--- src/rtl/sdram_memtest_if.sv ---
// Command/response channel between the memory test generator and the SDRAM controller.
// Responses return in command order, one word per rsp_vld.
interface sdram_memtest_if #(
    parameter int AW = 22
);
    logic          cmd_vld;
    logic          cmd_rdy;
    logic          cmd_we;
    logic [AW-1:0] cmd_adr;
    logic [15:0]   cmd_wdt;
    logic          rsp_vld;
    logic [15:0]   rsp_rdt;

    modport master (
        output cmd_vld, cmd_we, cmd_adr, cmd_wdt,
        input  cmd_rdy, rsp_vld, rsp_rdt
    );

    modport slave (
        input  cmd_vld, cmd_we, cmd_adr, cmd_wdt,
        output cmd_rdy, rsp_vld, rsp_rdt
    );
endinterface

--- src/rtl/sdram_memtest.sv ---
// SDRAM bring-up traffic generator: writes an LFSR pattern over 0..ADR_LAST, reads it back
// with up to MAX_OUT reads in flight, and reports pass/fail with the first failing address.
module sdram_memtest #(
    parameter int          AW       = 22,
    parameter int unsigned ADR_LAST = (32'd1 << AW) - 32'd1,
    parameter logic [15:0] SEED     = 16'hACE1,
    parameter int          MAX_OUT  = 4
) (
    input  logic                 clk,
    input  logic                 rst,
    input  logic                 start,
    output logic                 busy,
    output logic                 done,
    output logic                 pass,
    output logic                 fail,
    output logic [15:0]          err_cnt,
    output logic [AW-1:0]        err_adr,
    sdram_memtest_if.master      bus
);

    localparam logic [2:0] S_IDLE  = 3'd0;
    localparam logic [2:0] S_WRITE = 3'd1;
    localparam logic [2:0] S_READ  = 3'd2;
    localparam logic [2:0] S_DRAIN = 3'd3;
    localparam logic [2:0] S_DONE  = 3'd4;

    localparam logic [AW-1:0] LAST    = AW'(ADR_LAST);
    localparam logic [3:0]    OUT_MAX = 4'(MAX_OUT);
    localparam logic [15:0]   POLY    = 16'hB400;

    function automatic logic [15:0] lfsr_step(input logic [15:0] x);
        return (x >> 1) ^ (x[0] ? POLY : 16'h0000);
    endfunction

    logic [2:0]    state;
    logic [AW-1:0] wadr;
    logic [AW-1:0] adr;
    logic [AW-1:0] radr;
    logic [3:0]    outstanding;
    logic [15:0]   gen;
    logic [15:0]   chk;

    logic          accept;
    logic          rsp_ok;
    logic          mismatch;
    logic [3:0]    out_next;
    logic [15:0]   err_next;

    // Responses outside READ/DRAIN or with nothing in flight are protocol violations and ignored.
    always_comb begin
        accept   = bus.cmd_vld & bus.cmd_rdy;
        rsp_ok   = bus.rsp_vld && (outstanding != 4'd0) &&
                   ((state == S_READ) || (state == S_DRAIN));
        mismatch = rsp_ok && (bus.rsp_rdt != chk);
        out_next = outstanding;
        if ((state == S_READ) && accept) begin
            out_next = out_next + 4'd1;
        end
        if (rsp_ok) begin
            out_next = out_next - 4'd1;
        end
        err_next = err_cnt;
        if (mismatch && (err_cnt != 16'hFFFF)) begin
            err_next = err_cnt + 16'd1;
        end
    end

    always_ff @(posedge clk) begin
        if (rst) begin
            state       <= S_IDLE;
            wadr        <= '0;
            adr         <= '0;
            radr        <= '0;
            outstanding <= 4'd0;
            gen         <= SEED;
            chk         <= SEED;
            err_cnt     <= 16'd0;
            err_adr     <= '0;
            fail        <= 1'b0;
            busy        <= 1'b0;
            done        <= 1'b0;
            pass        <= 1'b0;
            bus.cmd_vld <= 1'b0;
            bus.cmd_we  <= 1'b0;
            bus.cmd_adr <= '0;
            bus.cmd_wdt <= 16'd0;
        end else begin
            err_cnt     <= err_next;
            outstanding <= out_next;
            if (rsp_ok) begin
                chk  <= lfsr_step(chk);
                radr <= radr + 1'b1;
            end
            if (mismatch) begin
                fail <= 1'b1;
                if (!fail) begin
                    err_adr <= radr;
                end
            end

            case (state)
                S_IDLE, S_DONE: begin
                    if (start) begin
                        state       <= S_WRITE;
                        err_cnt     <= 16'd0;
                        err_adr     <= '0;
                        fail        <= 1'b0;
                        gen         <= SEED;
                        chk         <= SEED;
                        wadr        <= '0;
                        adr         <= '0;
                        radr        <= '0;
                        outstanding <= 4'd0;
                        busy        <= 1'b1;
                        done        <= 1'b0;
                        pass        <= 1'b0;
                        bus.cmd_vld <= 1'b1;
                        bus.cmd_we  <= 1'b1;
                        bus.cmd_adr <= '0;
                        bus.cmd_wdt <= SEED;
                    end
                end

                // Payload is the next word's address/pattern so accepts can stream every cycle.
                S_WRITE: begin
                    if (accept) begin
                        gen  <= lfsr_step(gen);
                        wadr <= wadr + 1'b1;
                        if (wadr == LAST) begin
                            state       <= S_READ;
                            bus.cmd_we  <= 1'b0;
                            bus.cmd_adr <= '0;
                            bus.cmd_wdt <= 16'd0;
                        end else begin
                            bus.cmd_adr <= wadr + 1'b1;
                            bus.cmd_wdt <= lfsr_step(gen);
                        end
                    end
                end

                S_READ: begin
                    if (accept) begin
                        adr <= adr + 1'b1;
                        if (adr == LAST) begin
                            state       <= S_DRAIN;
                            bus.cmd_vld <= 1'b0;
                            bus.cmd_adr <= '0;
                        end else begin
                            bus.cmd_vld <= (out_next < OUT_MAX);
                            bus.cmd_adr <= adr + 1'b1;
                        end
                    end else begin
                        bus.cmd_vld <= (out_next < OUT_MAX);
                    end
                end

                // pass uses err_next so a mismatch on the final response is not missed.
                S_DRAIN: begin
                    if (out_next == 4'd0) begin
                        state <= S_DONE;
                        busy  <= 1'b0;
                        done  <= 1'b1;
                        pass  <= (err_next == 16'd0);
                    end
                end

                default: begin
                    state <= S_IDLE;
                end
            endcase
        end
    end

endmodule

--- src/flat_wrapper.sv ---
// flat-port wrapper written by rule: the top's interface ports become plain ports
module sdram_memtest_flat 
#(
    parameter int          AW       = 22,
    parameter int unsigned ADR_LAST = (32'd1 << AW) - 32'd1,
    parameter logic [15:0] SEED     = 16'hACE1,
    parameter int          MAX_OUT  = 4
)
  (clk, rst, start, busy, done, pass, fail, err_cnt, err_adr, bus_cmd_vld, bus_cmd_we, bus_cmd_adr, bus_cmd_wdt, bus_cmd_rdy, bus_rsp_vld, bus_rsp_rdt);
  sdram_memtest_if #(.AW(AW)) bus_i ();
  input  logic clk;
  input  logic rst;
  input  logic start;
  output logic busy;
  output logic done;
  output logic pass;
  output logic fail;
  output logic [15:0] err_cnt;
  output logic [AW-1:0] err_adr;
  output wire logic [$bits(bus_i.cmd_vld)-1:0] bus_cmd_vld;
  output wire logic [$bits(bus_i.cmd_we)-1:0] bus_cmd_we;
  output wire logic [$bits(bus_i.cmd_adr)-1:0] bus_cmd_adr;
  output wire logic [$bits(bus_i.cmd_wdt)-1:0] bus_cmd_wdt;
  input wire logic [$bits(bus_i.cmd_rdy)-1:0] bus_cmd_rdy;
  input wire logic [$bits(bus_i.rsp_vld)-1:0] bus_rsp_vld;
  input wire logic [$bits(bus_i.rsp_rdt)-1:0] bus_rsp_rdt;
  assign bus_cmd_vld = bus_i.cmd_vld;
  assign bus_cmd_we = bus_i.cmd_we;
  assign bus_cmd_adr = bus_i.cmd_adr;
  assign bus_cmd_wdt = bus_i.cmd_wdt;
  assign bus_i.cmd_rdy = bus_cmd_rdy;
  assign bus_i.rsp_vld = bus_rsp_vld;
  assign bus_i.rsp_rdt = bus_rsp_rdt;
  sdram_memtest #(.AW(AW), .ADR_LAST(ADR_LAST), .SEED(SEED), .MAX_OUT(MAX_OUT)) u_core (.clk(clk), .rst(rst), .start(start), .busy(busy), .done(done), .pass(pass), .fail(fail), .err_cnt(err_cnt), .err_adr(err_adr), .bus(bus_i));
endmodule
--- config.mk ---
export PLATFORM = sky130hd
export DESIGN_NAME = sdram_memtest_flat
export DESIGN_NICKNAME = d
export VERILOG_FILES = /design/src/rtl/sdram_memtest_if.sv /design/src/rtl/sdram_memtest.sv /design/src/flat_wrapper.sv
export SDC_FILE = /design/constraint.sdc
export NUM_CORES = 1
export LEC_CHECK = 0
export CAP_MARGIN = 20
export CORE_ASPECT_RATIO = 1.2
export CORE_UTILIZATION = 55
export DETAILED_ROUTE_END_ITERATION = 7
export MAX_ROUTING_LAYER = met4
export PLACE_DENSITY = 0.78
export RECOVER_POWER = 25
export SYNTH_ARGS = -nofsm -noshare
export SYNTH_HDL_FRONTEND = slang
export SYNTH_SLANG_ARGS = --single-unit
--- constraint.sdc ---
create_clock -name clk -period 4.6 [get_ports clk]
set_clock_uncertainty 0.1 [all_clocks]
set_input_delay 0.69 -clock clk [delete_from_list [all_inputs] [get_ports clk]]
set_output_delay 0.69 -clock clk [all_outputs]
set_load 0.02 [all_outputs]
==> results of run 1 <==
==> flip-flops by register name, summed over array words and instances, names as in the netlist <==
| signal | cells |
|---|---|
| u_core.adr | 22 |
| u_core.bus.cmd_adr | 22 |
| u_core.bus.cmd_vld | 1 |
| u_core.bus.cmd_wdt | 16 |
| u_core.bus.cmd_we | 1 |
| u_core.busy | 1 |
| u_core.chk | 16 |
| u_core.done | 1 |
| u_core.err_adr | 22 |
| u_core.err_cnt | 16 |
| u_core.fail | 1 |
| u_core.gen | 16 |
| u_core.outstanding | 4 |
| u_core.pass | 1 |
| u_core.radr | 22 |
| u_core.state | 3 |
| u_core.wadr | 22 |
==> worst max path at each step <==
stage	to	slack, ns	depth (start not counted)
floorplan	u_core.pass$_SDFFE_PP0P_	1.59	12
global placement	u_core.wadr[3]$_SDFFE_PP0P_	1.25	6
detailed placement	u_core.pass$_SDFFE_PP0P_	1.21	11
CTS	u_core.pass$_SDFFE_PP0P_	1.30	10
global route	u_core.pass$_SDFFE_PP0P_	0.62	10
finish	u_core.pass$_SDFFE_PP0P_	0.88	10
==> layout make-up <==
type / instances / area [µm²]
multi-input cells: 841 / 4913
inverters: 9 / 33.78
flip-flops and latches: 187 / 3744
well taps: 208 / 260.3
clock buffers: 21 / 470.5
clock inverters: 10 / 162.7
fillers: 1325 / 5106
repair buffers: 114 / 1137
==> cell families (layout without fill, tap and decap cells) <==
family,after synthesis,after routing,synth area share [%]
flops,187,187,41.56
xor+xnor,106,106,10.60
fa+ha+maj,7,7,0.9722
compound gates,196,196,13.25
simple gates,504,504,26.65
mux,28,28,3.125
buf+inv,86,154,3.847
==> Yosys cell counts, types with 3 or more instances <==
library cell | instances | area, µm²
inv_1 | 9 | 33.78
xnor2_1 | 49 | 429.2
a22oi_1 | 32 | 240.2
nand3_1 | 60 | 300.3
nor2_1 | 166 | 623.1
o211ai_1 | 5 | 37.54
nand3b_1 | 4 | 30.03
buf_2 | 7 | 35.03
o21ai_1 | 3 | 15.01
nor3_1 | 37 | 185.2
nand4_1 | 22 | 137.6
mux2i_1 | 27 | 270.3
o21ai_0 | 39 | 195.2
and2_1 | 5 | 31.28
o22ai_1 | 12 | 75.07
o32ai_1 | 3 | 26.28
dfxtp_1 | 187 | 3744
xor2_1 | 55 | 481.7
nor2b_1 | 3 | 18.77
a221oi_1 | 3 | 26.28
a211oi_1 | 4 | 30.03
or3_1 | 12 | 75.07
nand2_1 | 125 | 469.2
a31oi_1 | 3 | 18.77
and3_1 | 22 | 137.6
buf_1 | 5 | 18.77
nand2b_1 | 4 | 25.02
a21oi_1 | 78 | 390.4
ha_1 | 7 | 87.58
and4_1 | 10 | 87.58
clkbuf_1 | 62 | 232.7
nor4_1 | 15 | 93.84
==> per-layer routing <==
| layer | GRT usage (%) | wire [µm] | vias up | share of wire, % |
|---|---|---|---|---|
| li1 | - | - | 3991 | - |
| met1 | 31.70 | 9404 | 3769 | 43 |
| met4 | 13.52 | 774 | 0 | 3.5 |
| met2 | 45.61 | 10840 | 255 | 49 |
| met5 | - | 0 | - | 0 |
| met3 | 4.127 | 947 | 47 | 4.3 |
==> power groups by stage <==
stage | logic [µW] | clock network (µW) | registers, µW
floorplan | 107 | 0 | 1700
global placement | 192 | 0 | 1690
detailed placement | 194 | 0 | 1690
CTS | 194 | 1590 | 1650
global route | 212 | 1650 | 1650
finish | 195 | 1570 | 1650
==> critical path, stage by stage, from the launching register on <==
cell and delay [ns]:
dfxtp_1 0.53, or3b_1 0.68, nor2_1 0.71, xnor2_2 0.21
ha_1 0.23, nand3_1 0.10, mux2i_1 0.22, xnor2_1 0.21
and2_4 0.23, nand3_4 0.08, o41ai_2 0.33
==> metrics by stage <==
| stage | setup slack [ns] | util (%) | instances |
|---|---|---|---|
| floorplan | 1.589 | - | 1114 |
| detailed placement | 1.209 | 63.71 | 1358 |
| finish | 0.8843 | 67.74 | 1390 |
| global route | 0.6181 | 67.74 | 1390 |
| global placement | 1.252 | 63.71 | 1358 |
| CTS | 1.304 | 67.71 | 1389 |
==> metrics, run 1 <==
run status completed; Int Pwr 2656 µW; Vias/cell 5.800; CTS buffer count 17; Synth Instances 1114; setup TNS 0 ns; max frequency roughly 0.27 GHz; Fin. Hold Viols 0; final-stage net count 1198; fin crit period 3.716 ns; Leakage Power around 0.0039 µW; row count 50; drt first pass iters 5; # Post-CTS Setup Buffers 0; Antenna Nets Post-Route 0; Post-synth ARST share 0%; root buffer cell clkbuf_16; Hold Path Sink u_core.bus.cmd_adr[15]$_SDFFE_PP0P_; clk_lat worst skew between 0.4 and 0.5 ns; Final period util 80.78%; share of layout cells above drive strength 1 5.076%; Total GRT Usage 27.16%; transition time of the tightest slew-check pin 1.020 ns; max_cap viols 0; hold_ws about 0.36 ns; I/O pin total between 100 and 150; signal arrival time at the worst endpoint 3.95 ns; drc violations 0; Hold Crit Start u_core.bus.cmd_adr[15]$_SDFFE_PP0P_; combinational power share 5.7%; peak fanout along the critical path 18; iteration-0 DRC count of the detailed router 729; Vias 8062; Seq pwr share 48.2%; CTS tree done; initial antenna violation count 0; vias in the first global route 7419; worst endpoint required time 4.84 ns; synthesized cell area 9009 µm²; Die Y ~140 µm; Max-slew headroom 31.74%; Syn-to-layout area delta 19.01%; placed inst area 10080 µm²; GPL Wtd Cong 0.9165; largest net degree at the start of global routing 98; Bufs on Longest Clock Path 2; critical path class flip-flop to flip-flop; Reg clk slew, reported paths ~0.070 ns; Hold Path Stages 2; Reg2Reg Setup Slack 0.88 ns; sw frac ~22%; post-route cell area between 10000 and 15000 µm²; Synth Register Bits 187; Diodes inserted 0; syn_nets 1142; Max IR drop VDD 0.0002609 V; worst min path class flip-flop to flip-flop; clk sinks between 150 and 200; hold-fix buffer count after cts 0; IO Port Bufs 102; H-tree depth 4; die area 16900 µm²; detailed-route wire length 21.96 mm; Switch Pwr 763.2 µW; post-synthesis sequential area ratio 41.56%; reg-to-reg startpoint u_core.state[1]$_SDFFE_PP0P_; pwr/cell area 318.9 nW/µm²; Reg2Reg Capture Point u_core.pass$_SDFFE_PP0P_; Post-DP HPWL ~15 mm; Die Width 118.8 µm; crit path from u_core.state[1]$_SDFFE_PP0P_; Main synth FF type dfxtp_1; clock share of power between 40 and 50%; Final Power 3419 µW; unrepaired setup endpoints after global routing no; most frequent cells in the layout 187 x dfxtp_1, 167 x nor2_1, 125 x nand2_1; Initial Util 56.92%; crit path launch type flip-flop; post-CTS sizing 0; first-pass GRT wire length 35.90 mm; commonest non-fill, non-tap cell in the layout dfxtp_1; Post-synth EDFFs 0; grt total ovfl 0; Setup crit end kind flip-flop; Syn Area/Cell 8.087 µm²; Yosys warning total 0; drt wl/cell 15.80 µm; final setup vio count 0; fin. max-slew vios 0; core area 15830 µm²; R2R depth 10; Cell variety after synth 63
(Power assumes the default switching activity.)
==> inputs of run 2 (changes only) <==
--- a/config.mk
+++ b/config.mk
@@ -7,10 +7,10 @@
 export LEC_CHECK = 0
 export CAP_MARGIN = 20
 export CORE_ASPECT_RATIO = 1.2
-export CORE_UTILIZATION = 55
+export CORE_UTILIZATION = 51
 export DETAILED_ROUTE_END_ITERATION = 7
 export MAX_ROUTING_LAYER = met4
-export PLACE_DENSITY = 0.78
+export PLACE_DENSITY = 0.76
 export RECOVER_POWER = 25
 export SYNTH_ARGS = -nofsm -noshare
 export SYNTH_HDL_FRONTEND = slang
==> constraint.sdc (replaced) <==
create_clock -name clk -period 3.05 [get_ports clk]
set_clock_uncertainty 0.1 [all_clocks]
set_input_delay 0.4575 -clock clk [delete_from_list [all_inputs] [get_ports clk]]
set_output_delay 0.4575 -clock clk [all_outputs]
set_load 0.02 [all_outputs]
==> run 2 against run 1 <==
Flip-flop and latch count unchanged; routed wire length up 2.5%; global-route usage down 1.2 points; via count up 0.65%; register-to-register slack worse by 0.50 ns; clock-buffer cell count down 4; critical endpoint is now u_core.adr[4]$_SDFFE_PP0P_.
==> metrics, run 2 (synthesis results as in run 1) <==
# Post-CTS Setup Buffers 0 (unchanged); worst endpoint required time 3.32 ns (-1.52 ns); drt wl/cell 15.86 µm (+0.36%); fin crit period 2.661 ns (-1.055 ns); Antenna Nets Post-Route 0 (unchanged); detailed-route wire length 22.52 mm (+2.5%); Buf/Inv on CP 2 (+2); grt total ovfl 0 (unchanged); max_cap viols 0 (unchanged); core area 17050 µm² (+7.7%); critical path class flip-flop to flip-flop; I/O pin total 103 (unchanged); Post-DP HPWL 15.70 mm (+5.3%); peak fanout along the critical path 27 (+9); final-stage net count 1219 (+1.8%); initial antenna violation count 0 (unchanged); worst min path class input pin to flip-flop; CP max stage delay 0.96 ns (+0.25 ns); IO Port Bufs 102 (unchanged); iteration-0 DRC count of the detailed router 588 (-19%); first-pass GRT wire length 36.27 mm (+1.0%); Reg clk slew, reported paths 0.07 ns (about the same); GPL Wtd Cong 0.9180 (+0.16%); Hold Path Stages 2 (unchanged); Reg2Reg Capture Point u_core.adr[4]$_SDFFE_PP0P_; Total GRT Usage 25.99% (-1.2 points); CTS buffer count 17 (unchanged); Final Power 5119 µW (+50%); Reg2Reg Setup Slack 0.39 ns (-0.50 ns); max frequency 0.3758 GHz (+40%); drt first pass iters 5 (unchanged); Die Width 123.3 µm (+3.8%); post-CTS sizing 0 (unchanged); most used cell, CP clkbuf_1; Syn-to-layout area delta 21.03%; Initial Util 52.85% (-4.1 points); Fin. Hold Viols 0 (unchanged); Slowest cell on crit path clkbuf_1; Max IR drop VDD 0.0004152 V (+59%); row count 52 (+4.0%); Diodes inserted 0 (unchanged); signal arrival time at the worst endpoint 2.93 ns (-1.02 ns); Die Y 147.6 µm (+3.8%); drc violations 0 (unchanged); final setup vio count 0 (unchanged); Final period util 87.24% (+6.5 points); Max-slew headroom 16.32% (-15 points); Vias/cell 5.714 (-1.5%); largest net degree at the start of global routing 67 (-32%); hold-fix buffer count after cts 0 (unchanged); H-tree depth 4 (unchanged); clk_lat worst skew 0.45 ns (+0.02 ns); crit path launch type flip-flop; most frequent cells in the layout 187 x dfxtp_1, 165 x nor2_1, 125 x nand2_1; die area 18200 µm² (+7.7%); transition time of the tightest slew-check pin 1.255 ns (+0.2350 ns); Leakage Power 0.003977 µW (+3.0%); Bufs on Longest Clock Path 2 (unchanged); Crit path max-delay family buffers and inverters; Setup crit end kind flip-flop; vias in the first global route 7484 (+0.88%); CTS tree done; Vias 8114 (+0.65%); run status completed; Cell Chain, Critical Path clkbuf_1, nor2_1, nand2_1, clkbuf_1, o211ai_1, a21oi_1; R2R depth 6 (-4); fin. max-slew vios 0 (unchanged); pwr/cell area 469.5 nW/µm² (+47%); Hold Crit Start rst; hold_ws 0.3472 ns (-0.01688 ns); root buffer cell clkbuf_16; unrepaired setup endpoints after global routing no; Hold Path Sink u_core.adr[5]$_SDFFE_PP0P_; share of layout cells above drive strength 1 6.894% (+1.8 points); clk sinks 187 (unchanged); reg-to-reg startpoint u_core.state[1]$_SDFFE_PP0P_; setup TNS 0 ns (unchanged); commonest non-fill, non-tap cell in the layout dfxtp_1
## run 2: changes by cell type in the layout (fill, tap and decap cells not counted), sizes merged
cell and change:
inv +6, clkinv +2, clkinvlp -1, bufinv -2
buf +18, clkbuf -1
## run 2: layer usage
layer,global-route usage [%],up-vias,wire (µm)
met5,-,-,0
met4,12.59,0,835
met3,4.514,50,1059
met2,43.21,233,11110
met1,29.95,3806,9511
li1,-,4025,-
## run 2: report_power, final
| part | switching, µW | internal [µW] |
|---|---|---|
| Sequential | 21.1 | 2470 |
| Combinational | 194 | 112 |
| Clock | 1070 | 1260 |
| Total | 1290 | 3830 |
## run 2: area by class of cell
| cell class | count | area, µm² |
|---|---|---|
| clock buffers | 17 | 425.4 |
| clock inverters | 15 | 202.7 |
| fillers | 1471 | 6143 |
| inverters | 9 | 33.78 |
| multi-input cells | 841 | 4938 |
| flip-flops and latches | 187 | 3744 |
| well taps | 216 | 270.3 |
| repair buffers | 135 | 1289 |
## run 2: metrics by stage
stage	cells	utilization, %	worst slack [ns]	cell area [µm²]
CTS	1420	64.01	0.2464	10910
detailed placement	1388	60.33	0.001135	10280
finish	1420	63.96	0.3891	10900
global route	1420	63.96	0.1557	10900
floorplan	1114	-	0.2719	9009
global placement	1388	60.33	0.1071	10280
## run 2: worst max-delay path by stage
stage,from,end,cells after the start
after floorplan,bus_cmd_rdy,u_core.pass$_SDFFE_PP0P_,12
after global placement,bus_cmd_rdy,u_core.pass$_SDFFE_PP0P_,11
after detailed placement,bus_cmd_rdy,u_core.pass$_SDFFE_PP0P_,11
after CTS,u_core.outstanding[0]$_SDFF_PP0_,u_core.radr[19]$_SDFF_PP0_,9
after global routing,u_core.outstanding[0]$_SDFF_PP0_,u_core.pass$_SDFFE_PP0P_,9
final,u_core.state[1]$_SDFFE_PP0P_,u_core.adr[4]$_SDFFE_PP0P_,6
